$ cat config.mk
export PLATFORM = sky130hd
export DESIGN_NAME = mult8_prod_accum
export DESIGN_NICKNAME = d
export VERILOG_FILES = /design/src/rtl/mult8_prod_accum.sv
export SDC_FILE = /design/constraint.sdc
export NUM_CORES = 1
export LEC_CHECK = 0
export ABC_AREA = 1
export CAP_MARGIN = 30
export CORE_MARGIN = 2
export CORE_UTILIZATION = 58
export DETAILED_ROUTE_END_ITERATION = 10
export HOLD_SLACK_MARGIN = 0.05
export PLACE_DENSITY_LB_ADDON = 0.08
export REMOVE_ABC_BUFFERS = 1
export SYNTH_ARGS = -nofsm -noshare
export SYNTH_HDL_FRONTEND = slang
export SYNTH_SLANG_ARGS = --single-unit
$ cat constraint.sdc
create_clock -name clk -period 5.54 [get_ports clk]
set_clock_uncertainty 0.05 [all_clocks]
set_input_delay 0.831 -clock clk [delete_from_list [all_inputs] [get_ports clk]]
set_output_delay 0.831 -clock clk [all_outputs]
set_load 0.05 [all_outputs]
$ cat src/rtl/mult8_prod_accum.sv
// Product accumulator: sums up to LEN multiplier products per vector
// and presents the dot-product result under a valid/ready handshake.
module mult8_prod_accum #(
    parameter int PROD_W = 16,
    parameter int LEN    = 8,
    parameter int ACC_W  = 19,
    localparam int CNT_W = $clog2(LEN + 1)
) (
    input  logic              clk,
    input  logic              rst_n,
    input  logic              clear,
    input  logic              in_valid,
    output logic              in_ready,
    input  logic [PROD_W-1:0] in_prod,
    input  logic              in_last,
    output logic              out_valid,
    input  logic              out_ready,
    output logic [ACC_W-1:0]  out_sum,
    output logic [CNT_W-1:0]  out_count
);

    typedef enum logic {
        S_ACC,
        S_HOLD
    } state_t;

    state_t           state, state_n;
    logic [ACC_W-1:0] acc, acc_n;
    logic [CNT_W-1:0] cnt, cnt_n;
    logic [ACC_W-1:0] sum_n;
    logic [CNT_W-1:0] count_n;
    logic             ready_n;
    logic             valid_n;

    logic             accept;
    logic             final_el;
    logic [ACC_W-1:0] acc_add;
    logic [CNT_W-1:0] cnt_inc;

    assign accept   = in_valid & in_ready;
    assign final_el = in_last | (cnt == CNT_W'(LEN - 1));
    assign acc_add  = acc + ACC_W'(in_prod);
    assign cnt_inc  = cnt + CNT_W'(1);

    always_ff @(posedge clk or negedge rst_n) begin
        if (!rst_n) begin
            state     <= S_ACC;
            acc       <= '0;
            cnt       <= '0;
            out_sum   <= '0;
            out_count <= '0;
            in_ready  <= 1'b0;
            out_valid <= 1'b0;
        end else begin
            state     <= state_n;
            acc       <= acc_n;
            cnt       <= cnt_n;
            out_sum   <= sum_n;
            out_count <= count_n;
            in_ready  <= ready_n;
            out_valid <= valid_n;
        end
    end

    always_comb begin
        state_n = state;
        acc_n   = acc;
        cnt_n   = cnt;
        sum_n   = out_sum;
        count_n = out_count;
        ready_n = in_ready;
        valid_n = out_valid;
        if (clear) begin
            // abort wins over any handshake seen this cycle
            state_n = S_ACC;
            acc_n   = '0;
            cnt_n   = '0;
            valid_n = 1'b0;
            ready_n = 1'b1;
        end else begin
            unique case (state)
                S_ACC: begin
                    ready_n = 1'b1;
                    valid_n = 1'b0;
                    if (accept) begin
                        if (final_el) begin
                            sum_n   = acc_add;
                            count_n = cnt_inc;
                            acc_n   = '0;
                            cnt_n   = '0;
                            valid_n = 1'b1;
                            ready_n = 1'b0;
                            state_n = S_HOLD;
                        end else begin
                            acc_n = acc_add;
                            cnt_n = cnt_inc;
                        end
                    end
                end
                S_HOLD: begin
                    if (out_ready) begin
                        valid_n = 1'b0;
                        ready_n = 1'b1;
                        state_n = S_ACC;
                    end
                end
                default: begin
                    state_n = S_ACC;
                end
            endcase
        end
    end

endmodule
==> reports/summary.txt <==
STA
------------------------------------------------------------------------------------
Maximum frequency from static timing analysis .........................      387 MHz
Final setup violation count ...........................................            0
RSZ-0062 raised after global routing ..................................           no
Final min period ......................................................      2590 ps
Final Hold Viols ......................................................            0
WHS ...................................................................       437 ps
Normalized max-slew margin ............................................        56.9%
Pins Over Slew Limit ..................................................            0
Least-Margin Pin Slew .................................................       644 ps
Sum of negative setup slack ...........................................         0 ps
Share of the clock period used by the worst path after layout .........        46.7%

PLACEMENT
------------------------------------------------------------------------------------
Routability cong. .....................................................        0.849
Hpwl dp ...............................................................      4830 µm
# port buffers ........................................................           46
Placed instance area ..................................................     3420 µm²

FINAL LAYOUT
------------------------------------------------------------------------------------
Post-layout utilization of the core ...................................        73.6%
Total inserted antenna cells ..........................................            0
Finished layout cell area .............................................     3520 µm²
Synthesis-to-layout area growth .......................................        20.9%
Proportion of layout cells with a drive suffix above 1 ................        6.94%
Number of fillers in the final layout .................................          405
Layout net count ......................................................          471

POWER AND IR DROP
------------------------------------------------------------------------------------
Net switching component of the power ..................................   0.000395 W
Combinational group share of total power ..............................        35.9%
Cell Pwr Density ......................................................   290 nW/µm²
Sequential group share of total power .................................        41.6%
Peak supply drop ......................................................     0.226 mV
Clock network power share .............................................        22.5%
Internal portion of total power .......................................   0.000628 W
Switch share ..........................................................        38.6%
Static leakage ........................................................      1.85 nW

RUN STATUS
------------------------------------------------------------------------------------
Result of the run .....................................................    completed

GLOBAL ROUTE
------------------------------------------------------------------------------------
Pin count of the biggest net entering global routing ..................           50
Initial antenna violation count .......................................            0
Global-route wire length before repair ................................    11,100 µm
Vias in the first global route ........................................        2,501
Met2 Usage GRT ........................................................        42.5%
Total congestion overflow after global routing ........................            0
M1 GR Usage ...........................................................        34.9%
GRT Util Overall ......................................................        25.7%
Met3 GRT Util .........................................................        4.28%
GRT Max-Usage Layer ...................................................         met2

CLOCK NETWORK
------------------------------------------------------------------------------------
Maximum buffer depth of the clock tree ................................            2
TritonCTS Buffers .....................................................            5
Clock Tree Root ....................................................... sky130_fd_sc_hd__clkbuf_8
CTS tree ..............................................................         done
Clock-pin slew on the worst setup and hold paths ......................        90 ps
Clock network latency to the later pin of the worst-skew pair .........       300 ps
# resized after CTS ...................................................            0
Post CTS Setup Buffer Count ...........................................            0
Post-CTS Hold Fix Bufs ................................................            0
Clock sinks ...........................................................           49
CTS H-Tree Depth ......................................................            2

LOGIC SYNTHESIS
------------------------------------------------------------------------------------
EDFF count, synth .....................................................            0
Top-area cell type share of the netlist area ..........................        42.1%
Share of the yosys chip area belonging to registers ...................        42.1%
Top cells by area in the synthesized netlist .......................... sky130_fd_sc_hd__dfrtp_1 (42%), sky130_fd_sc_hd__nand2_1 (18%), sky130_fd_sc_hd__ha_1 (7.3%), sky130_fd_sc_hd__nand3_1 (5.3%), sky130_fd_sc_hd__inv_1 (4.5%)
Gate Count Post-Synth .................................................          384
Library cells used by synthesis .......................................           27
Library cell occupying the most area in the post-synthesis netlist .... sky130_fd_sc_hd__dfrtp_1
Proportion of synthesized flip-flops having asynchronous set or reset .         100%
Syn_area_per_cell .....................................................     7.58 µm²
Yosys Warn Count ......................................................            0
Flops & latches, synth ................................................           49
Cell area after synthesis .............................................     2910 µm²
Main synth FF type .................................................... sky130_fd_sc_hd__dfrtp_1

DIE
------------------------------------------------------------------------------------
Top-level I/O count ...................................................           47
Core Footprint ........................................................     4790 µm²
Initial cell density of the core ......................................        60.8%
X dimension of the die ................................................      74.9 µm
Vertical die dimension ................................................      74.9 µm
DIE AREA ..............................................................     5600 µm²
# rows ................................................................           25

DRT
------------------------------------------------------------------------------------
Drt total wl ..........................................................      6490 µm
Number of design rule violations left after detail routing ............            0
Mean routed wirelength per cell .......................................      13.0 µm
Remaining antenna violation count after routing .......................            0
Number of vias in the routed layout ...................................        2,574
TritonRoute pass-1 iters ..............................................            4
Violation count after the first detailed-route iteration ..............          168
Via density per instance ..............................................         5.16

SETUP PATH
------------------------------------------------------------------------------------
Slowest cell on crit path ............................................. sky130_fd_sc_hd__fa_1
Top cell family by delay on the critical path ......................... simple AND/OR/NAND/NOR gates
List of cells traversed by the critical path .......................... clkdlybuf4s50_1 -> ha_1 -> fa_1 -> nand3_1 -> nand3_1 -> nand2_1 -> nand2_1 -> nand2_1 -> nand3b_1 -> nand3_1 -> nand2_1
Req. time, crit path ..................................................      5690 ps
Launching element type of the critical path ...........................    input pin
Buffering stage count on the worst path with inverters included .......            1
Critical-path maximum fanout ..........................................            4
Data arrival, critical path ...........................................      2740 ps
Type of the worst setup path .......................................... input pin to flop
Crit end category .....................................................         flop
Most used cell along the critical path ................................ sky130_fd_sc_hd__nand2_1
Largest stage delay on the critical path ..............................       450 ps

FLOW RUN
------------------------------------------------------------------------------------
Max-capacitance violation count .......................................            0

HOLD PATH
------------------------------------------------------------------------------------
Class of the most critical hold timing path ........................... flop to flop

[cell type report]
cell class                 instances  area [µm²]  area share (%)
clock inverter                     2        17.5           0.498
multi-input combinational        290        1500            42.5
inverter                          37         139            3.94
tap                               67        83.8            2.38
timing repair buffer              48         474            13.5
sequential                        49        1230            34.8
clock buffer                       6        82.6            2.35
[worst min-delay path, stage by stage (launching register included)]
cell and delay [ps]:
sky130_fd_sc_hd__dfrtp_1 350, sky130_fd_sc_hd__nand2_1 50, sky130_fd_sc_hd__nand2_1 50
[layout by cell type, fill, tap and decap left out, drive strengths merged]
master / count
and2: 2
nor2: 22
clkinv: 1
inv: 38
nand3: 34
a21oi: 14
fa: 1
clkdlybuf4s50: 45
a31o: 1
dfrtp: 49
xor2: 7
nand3b: 10
o21ai: 27
nand2: 149
ha: 17
or2: 1
nor3: 4
buf: 3
xnor2: 1
clkbuf: 6
[metal layers]
| metal | part of all wire, % | up-vias |
|---|---|---|
| li1 | - | 1318 |
| met1 | 48 | 1178 |
| met2 | 46 | 73 |
| met3 | 5.4 | 5 |
| met4 | 0.92 | 0 |
| met5 | 0 | - |
[cell families after synthesis]
| logic type | Yosys count | share of synthesized area [%] |
|---|---|---|
| compound gates | 42 | 7.35 |
| xor+xnor | 8 | 2.41 |
| flops | 49 | 42.1 |
| fa+ha+maj | 18 | 7.99 |
| simple gates | 222 | 33.7 |
| buf+inv | 45 | 6.45 |
[cell usage after synthesis, types with 2 or more instances]
cell and count:
sky130_fd_sc_hd__nand2_2 7, sky130_fd_sc_hd__ha_1 17, sky130_fd_sc_hd__inv_2 2, sky130_fd_sc_hd__nor3_1 3, sky130_fd_sc_hd__nand2_1 142, sky130_fd_sc_hd__buf_2 3, sky130_fd_sc_hd__nand3b_1 10, sky130_fd_sc_hd__nor2_2 4
sky130_fd_sc_hd__inv_1 35, sky130_fd_sc_hd__dfrtp_1 49, sky130_fd_sc_hd__o21ai_1 11, sky130_fd_sc_hd__nand3_1 31, sky130_fd_sc_hd__nand3_2 3, sky130_fd_sc_hd__xor2_1 7, sky130_fd_sc_hd__a21oi_1 14, sky130_fd_sc_hd__buf_4 2
sky130_fd_sc_hd__clkbuf_1 2, sky130_fd_sc_hd__nor2_1 18, sky130_fd_sc_hd__o21ai_0 16
[power groups by stage]
| stage | sequential (W) | clock, W | combinational [W] |
|---|---|---|---|
| global route | 0.000431 | 0.000249 | 0.000398 |
| global placement | 0.000431 | 0 | 0.000363 |
| detailed placement | 0.000432 | 0 | 0.000368 |
| finish | 0.000426 | 0.000230 | 0.000367 |
| floorplan | 0.000555 | 0 | 0.000115 |
| CTS | 0.000426 | 0.000234 | 0.000369 |
[sequential cells by signal (all words and copies together), names as in the netlist]
register / cells
in_ready: 1
cnt: 4
state: 1
out_valid: 1
out_count: 4
out_sum: 19
acc: 19
[worst paths after layout]
check | startpoint | endpoint | slack, ps | cells past startpoint
max | in_prod[0] | out_sum[16]$_DFFE_PN0P_ | 2950 | 11
min | out_sum[7]$_DFFE_PN0P_ | out_sum[7]$_DFFE_PN0P_ | 440 | 2
max reg2reg | cnt[0]$_DFFE_PN0P_ | in_ready$_DFFE_PN0P_ | 3350 | 6
min reg2reg | out_sum[7]$_DFFE_PN0P_ | out_sum[7]$_DFFE_PN0P_ | 440 | 2
max in group asynchronous | rst_n | acc[14]$_DFFE_PN0P_ | 4460 | 2
min in group asynchronous | rst_n | acc[1]$_DFFE_PN0P_ | 560 | 2
[metrics by stage]
step	std cells	setup WS (ps)	total power, W
after floorplan	376	3270	0.000670
after global placement	490	2700	0.000793
after detailed placement	491	2640	0.000800
after CTS	499	2970	0.00103
after global routing	499	2840	0.00108
final	499	2950	0.00102
No activity file was read; power rests on OpenSTA's default activity.
